===== config.mk =====
export PLATFORM = sky130hd
export DESIGN_NAME = ppu_cfg_loader
export DESIGN_NICKNAME = d
export VERILOG_FILES = /design/src/rtl/ppu_cfg_loader.sv
export SDC_FILE = /design/constraint.sdc
export NUM_CORES = 1
export LEC_CHECK = 0
export ABC_AREA = 1
export ABC_CLOCK_PERIOD_IN_PS = 5800
export BUFFER_PORTS_ARGS = -buffer_cell sky130_fd_sc_hd__buf_2
export CELL_PAD_IN_SITES_DETAIL_PLACEMENT = 0
export CELL_PAD_IN_SITES_GLOBAL_PLACEMENT = 1
export CORE_ASPECT_RATIO = 0.6
export CORE_MARGIN = 5
export CORE_UTILIZATION = 40
export CTS_BUF_LIST = sky130_fd_sc_hd__clkbuf_4 sky130_fd_sc_hd__clkbuf_8 sky130_fd_sc_hd__clkbuf_16
export DETAILED_ROUTE_END_ITERATION = 8
export PLACE_DENSITY = 0.76
export SLEW_MARGIN = 20
export SYNTH_ARGS = -nofsm -noshare
export SYNTH_HDL_FRONTEND = slang
export SYNTH_SLANG_ARGS = --single-unit

===== constraint.sdc =====
create_clock -name clk_pix -period 5.8 [get_ports clk_pix]
set_input_delay 1.16 -clock clk_pix [delete_from_list [all_inputs] [get_ports clk_pix]]
set_output_delay 1.16 -clock clk_pix [all_outputs]
set_load 0.01 [all_outputs]

===== src/rtl/ppu_cfg_loader.sv =====
// Config-table feeder for the ppu: streams NBYTES table bytes over the ppu input
// handshake, then acks the ppu output stream and registers each byte onto wb_data.
module ppu_cfg_loader #(
  parameter int unsigned NBYTES  = 10,
  parameter int unsigned AW      = 4,
  parameter int unsigned TIMEOUT = 1024,
  parameter int unsigned TW      = $clog2(TIMEOUT + 1)
) (
  input  logic          clk_pix,
  input  logic          sim_rst,
  input  logic          cfg_we,
  input  logic [AW-1:0] cfg_addr,
  input  logic [7:0]    cfg_wdata,
  input  logic [2:0]    mode_sel,
  input  logic          reload_req,
  input  logic          frame_start,
  output logic          ppu_sync,
  output logic [2:0]    ppu_mode,
  output logic [7:0]    ppu_data_i,
  output logic          ppu_stb_i,
  input  logic          ppu_ack_i,
  input  logic [7:0]    ppu_data_o,
  input  logic          ppu_stb_o,
  output logic          ppu_ack_o,
  output logic [7:0]    wb_data,
  output logic          busy,
  output logic          err
);

  localparam int unsigned DEPTH = 1 << AW;

  typedef enum logic [1:0] {
    ST_IDLE  = 2'd0,
    ST_LOAD  = 2'd1,
    ST_RUN   = 2'd2,
    ST_ERROR = 2'd3
  } state_t;

  state_t        r_state, w_state_nxt;
  logic [AW-1:0] r_idx, w_idx_nxt;
  logic [TW-1:0] r_wait, w_wait_nxt;
  logic          r_pending, w_pending_nxt;
  logic [7:0]    r_data, w_data_nxt;
  logic          r_stb, w_stb_nxt;
  logic          r_sync, w_sync_nxt;
  logic [2:0]    r_mode, w_mode_nxt;
  logic [7:0]    r_wb, w_wb_nxt;
  logic          r_err, w_err_nxt;
  logic          r_ack_o, w_ack_o_nxt;
  logic          r_busy, w_busy_nxt;
  logic [7:0]    r_tbl [DEPTH];

  // Config table: writable in any state, cleared by reset.
  always_ff @(posedge clk_pix or posedge sim_rst) begin
    if (sim_rst) begin
      for (int i = 0; i < int'(DEPTH); i++) r_tbl[i] <= '0;
    end else if (cfg_we) begin
      r_tbl[cfg_addr] <= cfg_wdata;
    end
  end

  always_ff @(posedge clk_pix or posedge sim_rst) begin
    if (sim_rst) r_state <= ST_IDLE;
    else         r_state <= w_state_nxt;
  end

  always_comb begin
    w_state_nxt   = r_state;
    w_idx_nxt     = r_idx;
    w_wait_nxt    = r_wait;
    w_pending_nxt = r_pending | reload_req;
    w_data_nxt    = r_data;
    w_stb_nxt     = r_stb;
    w_sync_nxt    = r_sync;
    w_mode_nxt    = r_mode;
    w_wb_nxt      = r_wb;
    w_err_nxt     = r_err;
    case (r_state)
      ST_IDLE: begin
        w_state_nxt = ST_LOAD;
        w_mode_nxt  = mode_sel;
        w_data_nxt  = r_tbl[0];
        w_stb_nxt   = 1'b1;
        w_sync_nxt  = 1'b1;
        w_idx_nxt   = '0;
        w_wait_nxt  = '0;
      end
      ST_LOAD: begin
        if (r_stb && ppu_ack_i) begin
          if (r_idx < AW'(NBYTES - 1)) begin
            w_idx_nxt  = r_idx + AW'(1);
            w_data_nxt = r_tbl[r_idx + AW'(1)];
            w_wait_nxt = '0;
          end else begin
            w_state_nxt = ST_RUN;
            w_stb_nxt   = 1'b0;
            w_sync_nxt  = 1'b0;
            w_data_nxt  = '0;
            w_idx_nxt   = '0;
          end
        end else if (r_wait == TW'(TIMEOUT - 1)) begin
          // ppu never acked this byte: park in ERROR until a frame-aligned reload
          w_state_nxt = ST_ERROR;
          w_stb_nxt   = 1'b0;
          w_sync_nxt  = 1'b0;
          w_err_nxt   = 1'b1;
        end else begin
          w_wait_nxt = r_wait + TW'(1);
        end
      end
      ST_RUN: begin
        if (ppu_stb_o) w_wb_nxt = ppu_data_o;
        if (w_pending_nxt && frame_start) begin
          w_state_nxt   = ST_IDLE;
          w_pending_nxt = 1'b0;
          w_err_nxt     = 1'b0;
        end
      end
      ST_ERROR: begin
        if (w_pending_nxt && frame_start) begin
          w_state_nxt   = ST_IDLE;
          w_pending_nxt = 1'b0;
          w_err_nxt     = 1'b0;
        end
      end
      default: w_state_nxt = ST_IDLE;
    endcase
    w_ack_o_nxt = (w_state_nxt == ST_RUN);
    w_busy_nxt  = (w_state_nxt == ST_IDLE) || (w_state_nxt == ST_LOAD);
  end

  always_ff @(posedge clk_pix or posedge sim_rst) begin
    if (sim_rst) begin
      r_idx     <= '0;
      r_wait    <= '0;
      r_pending <= 1'b0;
      r_data    <= '0;
      r_stb     <= 1'b0;
      r_sync    <= 1'b0;
      r_mode    <= '0;
      r_wb      <= '0;
      r_err     <= 1'b0;
      r_ack_o   <= 1'b0;
      r_busy    <= 1'b1;
    end else begin
      r_idx     <= w_idx_nxt;
      r_wait    <= w_wait_nxt;
      r_pending <= w_pending_nxt;
      r_data    <= w_data_nxt;
      r_stb     <= w_stb_nxt;
      r_sync    <= w_sync_nxt;
      r_mode    <= w_mode_nxt;
      r_wb      <= w_wb_nxt;
      r_err     <= w_err_nxt;
      r_ack_o   <= w_ack_o_nxt;
      r_busy    <= w_busy_nxt;
    end
  end

  assign ppu_sync   = r_sync;
  assign ppu_mode   = r_mode;
  assign ppu_data_i = r_data;
  assign ppu_stb_i  = r_stb;
  assign ppu_ack_o  = r_ack_o;
  assign wb_data    = r_wb;
  assign busy       = r_busy;
  assign err        = r_err;

endmodule

After elaboration in Yosys (flattened, before gate mapping). Cells that the tools add are included.

Add/subtract/negate cells: 2. Magnitude comparators: 4. Equality and inequality tests: 14. Multiplexer cells: 31. Bitwise logic cells: 3. Reduce and logical (&&, ||, !) cells: 14.

Operator list (count): 128-bit bitwise mux (1); 8-bit 2-to-1 mux (5); 11-bit 2-to-1 mux (3); 8-bit binary-select mux with 4-bit select (1); 8-bit demux with 4-bit select (1); 11-bit one-hot mux with 2 select lines (1); 8-bit one-hot mux with 2 select lines (1); 3-bit != test, second input constant (4); 11-bit by 1-bit adder with 11-bit output, second input constant (1); 11-bit by 10-bit == test with 1-bit output, second input constant (1); 5-bit >= comparator, second input constant (2); 4-bit NOT with 5-bit output (2); 1-bit 2-to-1 mux (8); 2-bit 2-to-1 mux (4); 4-bit 2-to-1 mux (2); 4-bit one-hot mux with 2 select lines (1); 2-bit == test, second input constant (3); 2-bit != test, second input constant (3); 2-bit one-hot mux with 3 select lines (1); 3-bit AND reduction (2); 5-bit by 1-bit < comparator with 1-bit output, second input constant (1); 4-bit by 1-bit adder with 4-bit output, second input constant (1); 2-bit by 1-bit == test with 1-bit output, second input constant (2); 2-bit zero test (2); 10 further kinds (15).

Register bits after elaboration: 169. Input bits: 30. Output and inout bits: 24. Word-level logic and storage cells: 95.

Depth between registers and ports, before layout. Gate-level depths: netlist of the first run.

Depth in word-level cells: 8. Mapped depth: 14. Mapped depth without buffers: 12.

Worst setup path before layout of the first run. No wires, ideal clock.

Path type: input to register. Start: input cfg_we. End: register r_tbl[72] in the netlist's numbering. Library setup time: 0.126 ns. Arrival time: 2.139 ns. Required time: 5.674 ns. Slack: 3.535 ns. Stages: 7. Buffers on the path: 2. Path through: buf_2 > inv_2 > nor3_1 > inv_2 > nor3_4 > buf_6 > o21ai_0.

RTL lines: start, declared (line 11) `input logic cfg_we,`; end signal, assigned by index (line 58) `r_tbl[cfg_addr] <= cfg_wdata;`; end, declared (line 51) `logic [7:0] r_tbl [DEPTH];`.

Worst setup path in the final report of the first run.
Start: register r_idx[0]. End: register r_data[3], in the netlist ppu_data_i[3].

Cells in the longest elaborated chain, start to end: 8. Elaborated cells between the ends (all ways): 9. Classes of those cells: add/sub: 1; order compare: 1; mux: 6; bitwise: 1.

Ends and longest elaborated chain: start, declared (line 40) `logic [AW-1:0] r_idx, w_idx_nxt;`; start signal, assigned (line 146) `r_idx <= w_idx_nxt;`; 4-bit by 1-bit adder with 4-bit output (line 92) `w_data_nxt = r_tbl[r_idx + AW'(1)];`; 4-bit NOT with 5-bit output (implied by the code) (line 92); 8-bit binary-select mux with 4-bit select (line 92); 8-bit 2-to-1 mux (implied by the code) (2 in a row) (line 92); 8-bit 2-to-1 mux (*) (line 90) `if (r_idx < AW'(NBYTES - 1)) begin`; 8-bit 2-to-1 mux (*) (line 89) `if (r_stb && ppu_ack_i) begin`; 8-bit one-hot mux with 2 select lines (*) (line 78) `case (r_state)`; end signal, assigned (line 149) `r_data <= w_data_nxt;`; end, declared (line 43) `logic [7:0] r_data, w_data_nxt;`.

Mark *: on every way between the ends. The rest lies on a longest branch, timed or not. The select of a mux whose other input is x is not followed. A chain may end at the register's enable or synchronous reset.

==> impl_metrics.json, run 1 <==
{
  "syn_area_sq_um": 8212,
  "ios": 54,
  "seq_area_frac_synth_pct": 51.52,
  "clockBufferDepth": 2,
  "drtIter0Drc": 833,
  "clkPwrFrac_pct": 24.3,
  "cp-end-kind": "register",
  "hold_depth": 2,
  "diodes": 0,
  "mostFrequentLayoutCell": "nand2_1",
  "avgSynthCellArea_sq_um": 7.689,
  "max_stage_delay_ps": 830,
  "synth_top_area_share_pct": 51.20,
  "ant_nets": 0,
  "crit_fanout": 85,
  "cts-root-buf": "clkbuf_16",
  "grt_max_degree": 110,
  "critPathRequiredTime_ps": 6160,
  "wl_per_cell_um": 18.15,
  "async_flop_share_pct": 100.0,
  "ys_ff_latch": 169,
  "hold_viol": 0,
  "switching_share_pct": 42.26,
  "outcome": "complete, no violations",
  "dp_slack_ps": 2524,
  "relSlewSlack_pct": 28.76,
  "final_max_slew_viol_count": 0,
  "hold_buffers": 0,
  "setup_slack_ps": 2492,
  "syn-num-nets": 1101,
  "gp_congestion": 0.8782,
  "clk_latency_ps": 440,
  "power_density_nw_per_um2": 486.8,
  "yosysWarnings": 0,
  "cts_made_buffers": 17,
  "whs_ps": 463.9,
  "rsz0062_at_grt": "false",
  "worstHoldPathType": "reg2reg",
  "firstDrtPassIters": 6,
  "chipHeight_um": 121.0,
  "slowest_stage": "inv_1",
  "io_buffer_count": 53,
  "power.switching_mw": 1.888,
  "fin_cells": 1377,
  "cts.clk_slew.worst_paths_ps": 60,
  "syn_to_final_growth_pct": 11.78,
  "dp.final_hpwl_um": 17580,
  "finClkSkew_ps": 8.912,
  "reg2reg_setup_slack_ps": 2490,
  "synth-edff-count": 0,
  "crit_arrival_ps": 3670,
  "p_comb_share_pct": 38.8,
  "grt_usage_pct": 21.89,
  "initial_utilization_pct": 40.92,
  "grt_pass1_vias": 6549,
  "synth_top_area_cell": "dfrtp_1",
  "final_nets": 1124,
  "p_leak_nw": 4.500,
  "period_needed_ps": 3308,
  "cts_tree": "built",
  "fin_util_pct": 45.74,
  "hold_end": "ppu_mode[2]",
  "synthFlopType": "dfrtp_1",
  "start_kind": "register",
  "cts_resized": 0,
  "ir_drop_mv": 0.3185,
  "rr_endpoint": "ppu_data_i[3]",
  "grt_overflow": 0,
  "rr_worst_depth": 11,
  "grt_pass1_wl_um": 39360,
  "worstMarginPinSlew_ps": 1067,
  "routed_wl_um": 24990,
  "r2r_start": "r_idx[0]",
  "seq_power_share_pct": 36.9,
  "vias": 7070,
  "crit_type": "reg2reg",
  "worstPathCellList": "buf_4 > inv_1 > ha_1 > buf_4 > inv_1 > nand3_1 > nand3_1 > nand3_1 > nand2_1 > nand2_1 > a21oi_1",
  "synth_area_leaders": "dfrtp_1 51%, nand2_1 15%, o21ai_0 9.6%, inv_1 6.9%, nand3_1 6.7%",
  "rows": 40,
  "route.detailed.drc": 0,
  "grt_antenna_before_repair": 0,
  "fp.dieW_um": 195.0,
  "cts.sinks": 169,
  "p_int_mw": 2.580,
  "die_area_sq_um": 23590,
  "crit_top_cell": "nand3_1",
  "final_layout_size_suffix_gt1_share_pct": 10.14,
  "setup_violations": 0,
  "max_freq_ghz": 0.3023,
  "layout_common_cells": "331 x nand2_1, 167 x dfrtp_1, 158 x o21ai_0",
  "via_per_inst": 5.134,
  "htree_levels": 4,
  "placeableCoreArea_sq_um": 20070,
  "min_period_over_period_pct": 57.03,
  "synthCells": 1068,
  "hp-start": "ppu_mode[2]",
  "finalSetupTns_ps": 0,
  "netlist-cell-type-count": 31,
  "cap_violations": 0,
  "cts_setup_buffers": 0,
  "dp.cells": 1345
}
cells in the mapped netlist (2+ instances only):
cell and n:
buf_4 5, o22ai_1 3, nand3_1 110, nand2_1 331, xor2_1 2, nor2_2 4, mux2_2 8, a21oi_1 19
a31oi_1 2, clkinv_1 2, inv_2 2, dfrtp_1 168, buf_2 15, nor3_1 4, nand4_1 9, o21ai_0 158
inv_1 150, buf_1 6, nor2_1 32, ha_1 3, clkbuf_1 25
cell families after synthesis:
logic type	synth area share, %
AND/OR/NAND/NOR	25.06
multiplexers	1.097
flip-flops	51.52
AO/OA/AOI/OAI	11.23
XOR/XNOR	0.6096
buffers and inverters	10.03
adder cells (fa/ha/maj)	0.4572
how the worst max path moves through the flow:
stage / start / end / cells past startpoint / slack [ps]
global placement: r_idx[0] / ppu_data_i[7] / 11 / 2610
detailed placement: r_idx[0] / ppu_data_i[3] / 11 / 2520
finish: r_idx[0] / ppu_data_i[3] / 11 / 2490
CTS: r_idx[0] / ppu_data_i[3] / 11 / 2510
global route: r_idx[0] / ppu_data_i[7] / 11 / 2260
floorplan: sim_rst / err / 1 / 70
through the flow:
| stage | power (mW) | area, sq um |
|---|---|---|
| after floorplan | 2.821 | 8212 |
| after global placement | 3.368 | 8622 |
| after detailed placement | 3.378 | 8622 |
| after CTS | 4.475 | 9176 |
| after global routing | 4.785 | 9179 |
| final | 4.468 | 9179 |
worst max-delay path: cells and delay by family, from the launching register on:
kind,cells,cell delay [ps]
AOI/OAI and AO/OA,1,130
adders and majority gates,1,330
buffers and inverters,4,1910
DFF,1,340
and+or+nand+nor,5,530
final cells by class:
| class | count | area, sq um |
|---|---|---|
| Sequential cell | 169 | 4232 |
| Multi-Input combinational cell | 692 | 3161 |
| Clock inverter | 14 | 115.1 |
| Clock buffer | 18 | 439.2 |
| Tap cell | 273 | 341.6 |
| Fill cell | 2024 | 10890 |
| Inverter | 154 | 583.1 |
| Timing Repair Buffer | 57 | 307.8 |
registers in the layout (all words and copies together), names as in the netlist, 2 cells and up:
| register | count |
|---|---|
| ppu_data_i | 8 |
| ppu_mode | 3 |
| r_idx | 4 |
| r_state | 2 |
| r_tbl | 128 |
| r_wait | 11 |
| wb_data | 8 |
power groups by stage:
stage / combinational (mW) / sequential, mW / clock, mW
floorplan: 1.16 / 1.66 / 0
global placement: 1.71 / 1.66 / 0
detailed placement: 1.71 / 1.67 / 0
CTS: 1.72 / 1.65 / 1.11
global route: 1.93 / 1.69 / 1.16
finish: 1.73 / 1.65 / 1.08
metal layers:
layer	vias to the layer above	track usage, %	wire length (um)
met5	-	0	0
met4	0	3.923	157
met3	12	5.799	2255
met2	263	27.92	9301
met1	3382	36.30	13270
li1	3413	-	-
Note: power is estimated with default switching activity, not from simulation.
==> run 2, diff against run 1 <==
Settings changed: ABC_CLOCK_PERIOD_IN_PS 5800 to 3100, PLACE_DENSITY 0.76 to 0.73.
Clock period 5.8 ns to 3.1 ns, I/O delays scaled along.
==> impl_metrics.json, run 2 (synthesis results as in run 1) <==
{
  "outcome": "complete, no violations",
  "setup_violations": 0,
  "worstMarginPinSlew_ps": 1028,
  "layout_common_cells": "331 x nand2_1, 167 x dfrtp_1, 158 x o21ai_0",
  "hold_viol": 0,
  "switching_share_pct": 40.03,
  "vias": 6932,
  "io_buffer_count": 53,
  "firstDrtPassIters": 6,
  "cp-end-kind": "register",
  "min_period_over_period_pct": 78.41,
  "clk_latency_ps": 430,
  "start_kind": "register",
  "cts-root-buf": "clkbuf_16",
  "finClkSkew_ps": 7.936,
  "route.detailed.drc": 0,
  "crit_top_cell": "nand2_1",
  "grt_max_degree": 82,
  "max_freq_ghz": 0.4114,
  "p_int_mw": 5.243,
  "drtIter0Drc": 714,
  "diodes": 0,
  "grt_overflow": 0,
  "rr_worst_depth": 7,
  "grt_antenna_before_repair": 0,
  "largestRegisters": "r_tbl: 128 flops, r_wait: 11 flops",
  "crit_arrival_ps": 2790,
  "worstPathCellList": "buf_4 > nand3_2 > xor2_1 > nand3_1 > nand2_1 > nand2_1 > a21oi_1",
  "critPathRequiredTime_ps": 3460,
  "chipHeight_um": 121.0,
  "via_per_inst": 5.005,
  "ff_latch_area_sq_um": 4232,
  "finalPower_mw": 8.743,
  "relSlewSlack_pct": 31.44,
  "regMostFlops": "r_tbl",
  "cts_resized": 0,
  "seq_power_share_pct": 35.4,
  "cap_violations": 0,
  "hold_buffers": 0,
  "cts.clk_slew.worst_paths_ps": 70,
  "grt_pass1_vias": 6578,
  "nFillCells": 2080,
  "rows": 40,
  "clockBufferDepth": 2,
  "multi_input_area_sq_um": 3158,
  "routed_wl_um": 24630,
  "initial_utilization_pct": 40.92,
  "gp_congestion": 0.8581,
  "placed_cell_area_sq_um": 8713,
  "final_layout_size_suffix_gt1_share_pct": 10.70,
  "crit_type": "reg2reg",
  "wl_per_cell_um": 17.78,
  "finalSetupTns_ps": 0,
  "period_needed_ps": 2431,
  "p_comb_share_pct": 37.9,
  "fin_area_sq_um": 9349,
  "largest_reg_flops": 128,
  "placeableCoreArea_sq_um": 20070,
  "clkPwrFrac_pct": 26.8,
  "grt_usage_pct": 21.95,
  "power_density_nw_per_um2": 935.1,
  "syn_to_final_growth_pct": 13.85,
  "cts_tree": "built",
  "power.switching_mw": 3.499,
  "slowest_stage": "xor2_1",
  "ir_drop_mv": 0.5025,
  "final_nets": 1133,
  "dp.final_hpwl_um": 17440,
  "final_max_slew_viol_count": 0,
  "die_area_sq_um": 23590,
  "mostFrequentLayoutCell": "nand2_1",
  "grt_pass1_wl_um": 39790,
  "max_stage_delay_ps": 670,
  "cts_made_buffers": 17,
  "cts.sinks": 169,
  "crit_fanout": 81,
  "p_leak_nw": 4.594,
  "ant_nets": 0,
  "ios": 54,
  "cts_setup_buffers": 0,
  "worstHoldPathType": "in2async",
  "rsz0062_at_grt": "false",
  "fp.dieW_um": 195.0,
  "htree_levels": 4
}
## run 2: final timing paths
path	to	slack [ps]	from
setup / recovery	ppu_data_i[4]	670	r_idx[0]
hold / removal	r_tbl[19]	240	sim_rst
setup reg to reg	ppu_data_i[4]	670	r_idx[0]
hold reg to reg	ppu_mode[0]	460	ppu_mode[0]
max in group asynchronous	busy	2140	sim_rst
min in group clk_pix	r_pending	380	frame_start
## run 2: area by class of cell
| class | count | area share (%) |
|---|---|---|
| clock buffer | 18 | 4.631 |
| clock inverter | 13 | 2.168 |
| inverter | 154 | 6.223 |
| multi-input combinational | 692 | 33.78 |
| sequential | 169 | 45.26 |
| tap | 273 | 3.654 |
| timing repair buffer | 66 | 4.283 |
## run 2: layer usage
layer	vias up	GRT usage [%]	wire, um
li1	3429	-	-
met1	3252	36.49	13270
met2	234	27.10	9121
met3	17	6.299	2013
met4	0	4.795	226
met5	-	0	0
## run 2: per-stage QoR
step	hold WS [ps]	cells	worst slack (ps)	util (%)
6_report	239.7	1385	669.3	46.58
3_3_place_gp	450.0	1354	652.8	43.42
4_1_cts	235.1	1385	652.5	46.58
5_1_grt	253.4	1385	437.6	46.58
2_1_floorplan	452.9	1068	326.1	-
3_5_place_dp	455.4	1354	674.8	43.42
## run 2: power groups by stage
stage	registers, mW	clock network (mW)	logic (mW)
after global routing	3.16	2.48	3.75
after detailed placement	3.13	0	3.27
after floorplan	3.11	0	2.16
after CTS	3.09	2.38	3.28
after global placement	3.12	0	3.27
final	3.09	2.34	3.31
## run 2: worst max-delay path, delay by kind of cell (launching register included)
family	cells	cell delay, ps
buffers and inverters	1	630
XOR/XNOR	1	670
AO/OA/AOI/OAI	1	140
AND/OR/NAND/NOR	4	480
flip-flops	1	400
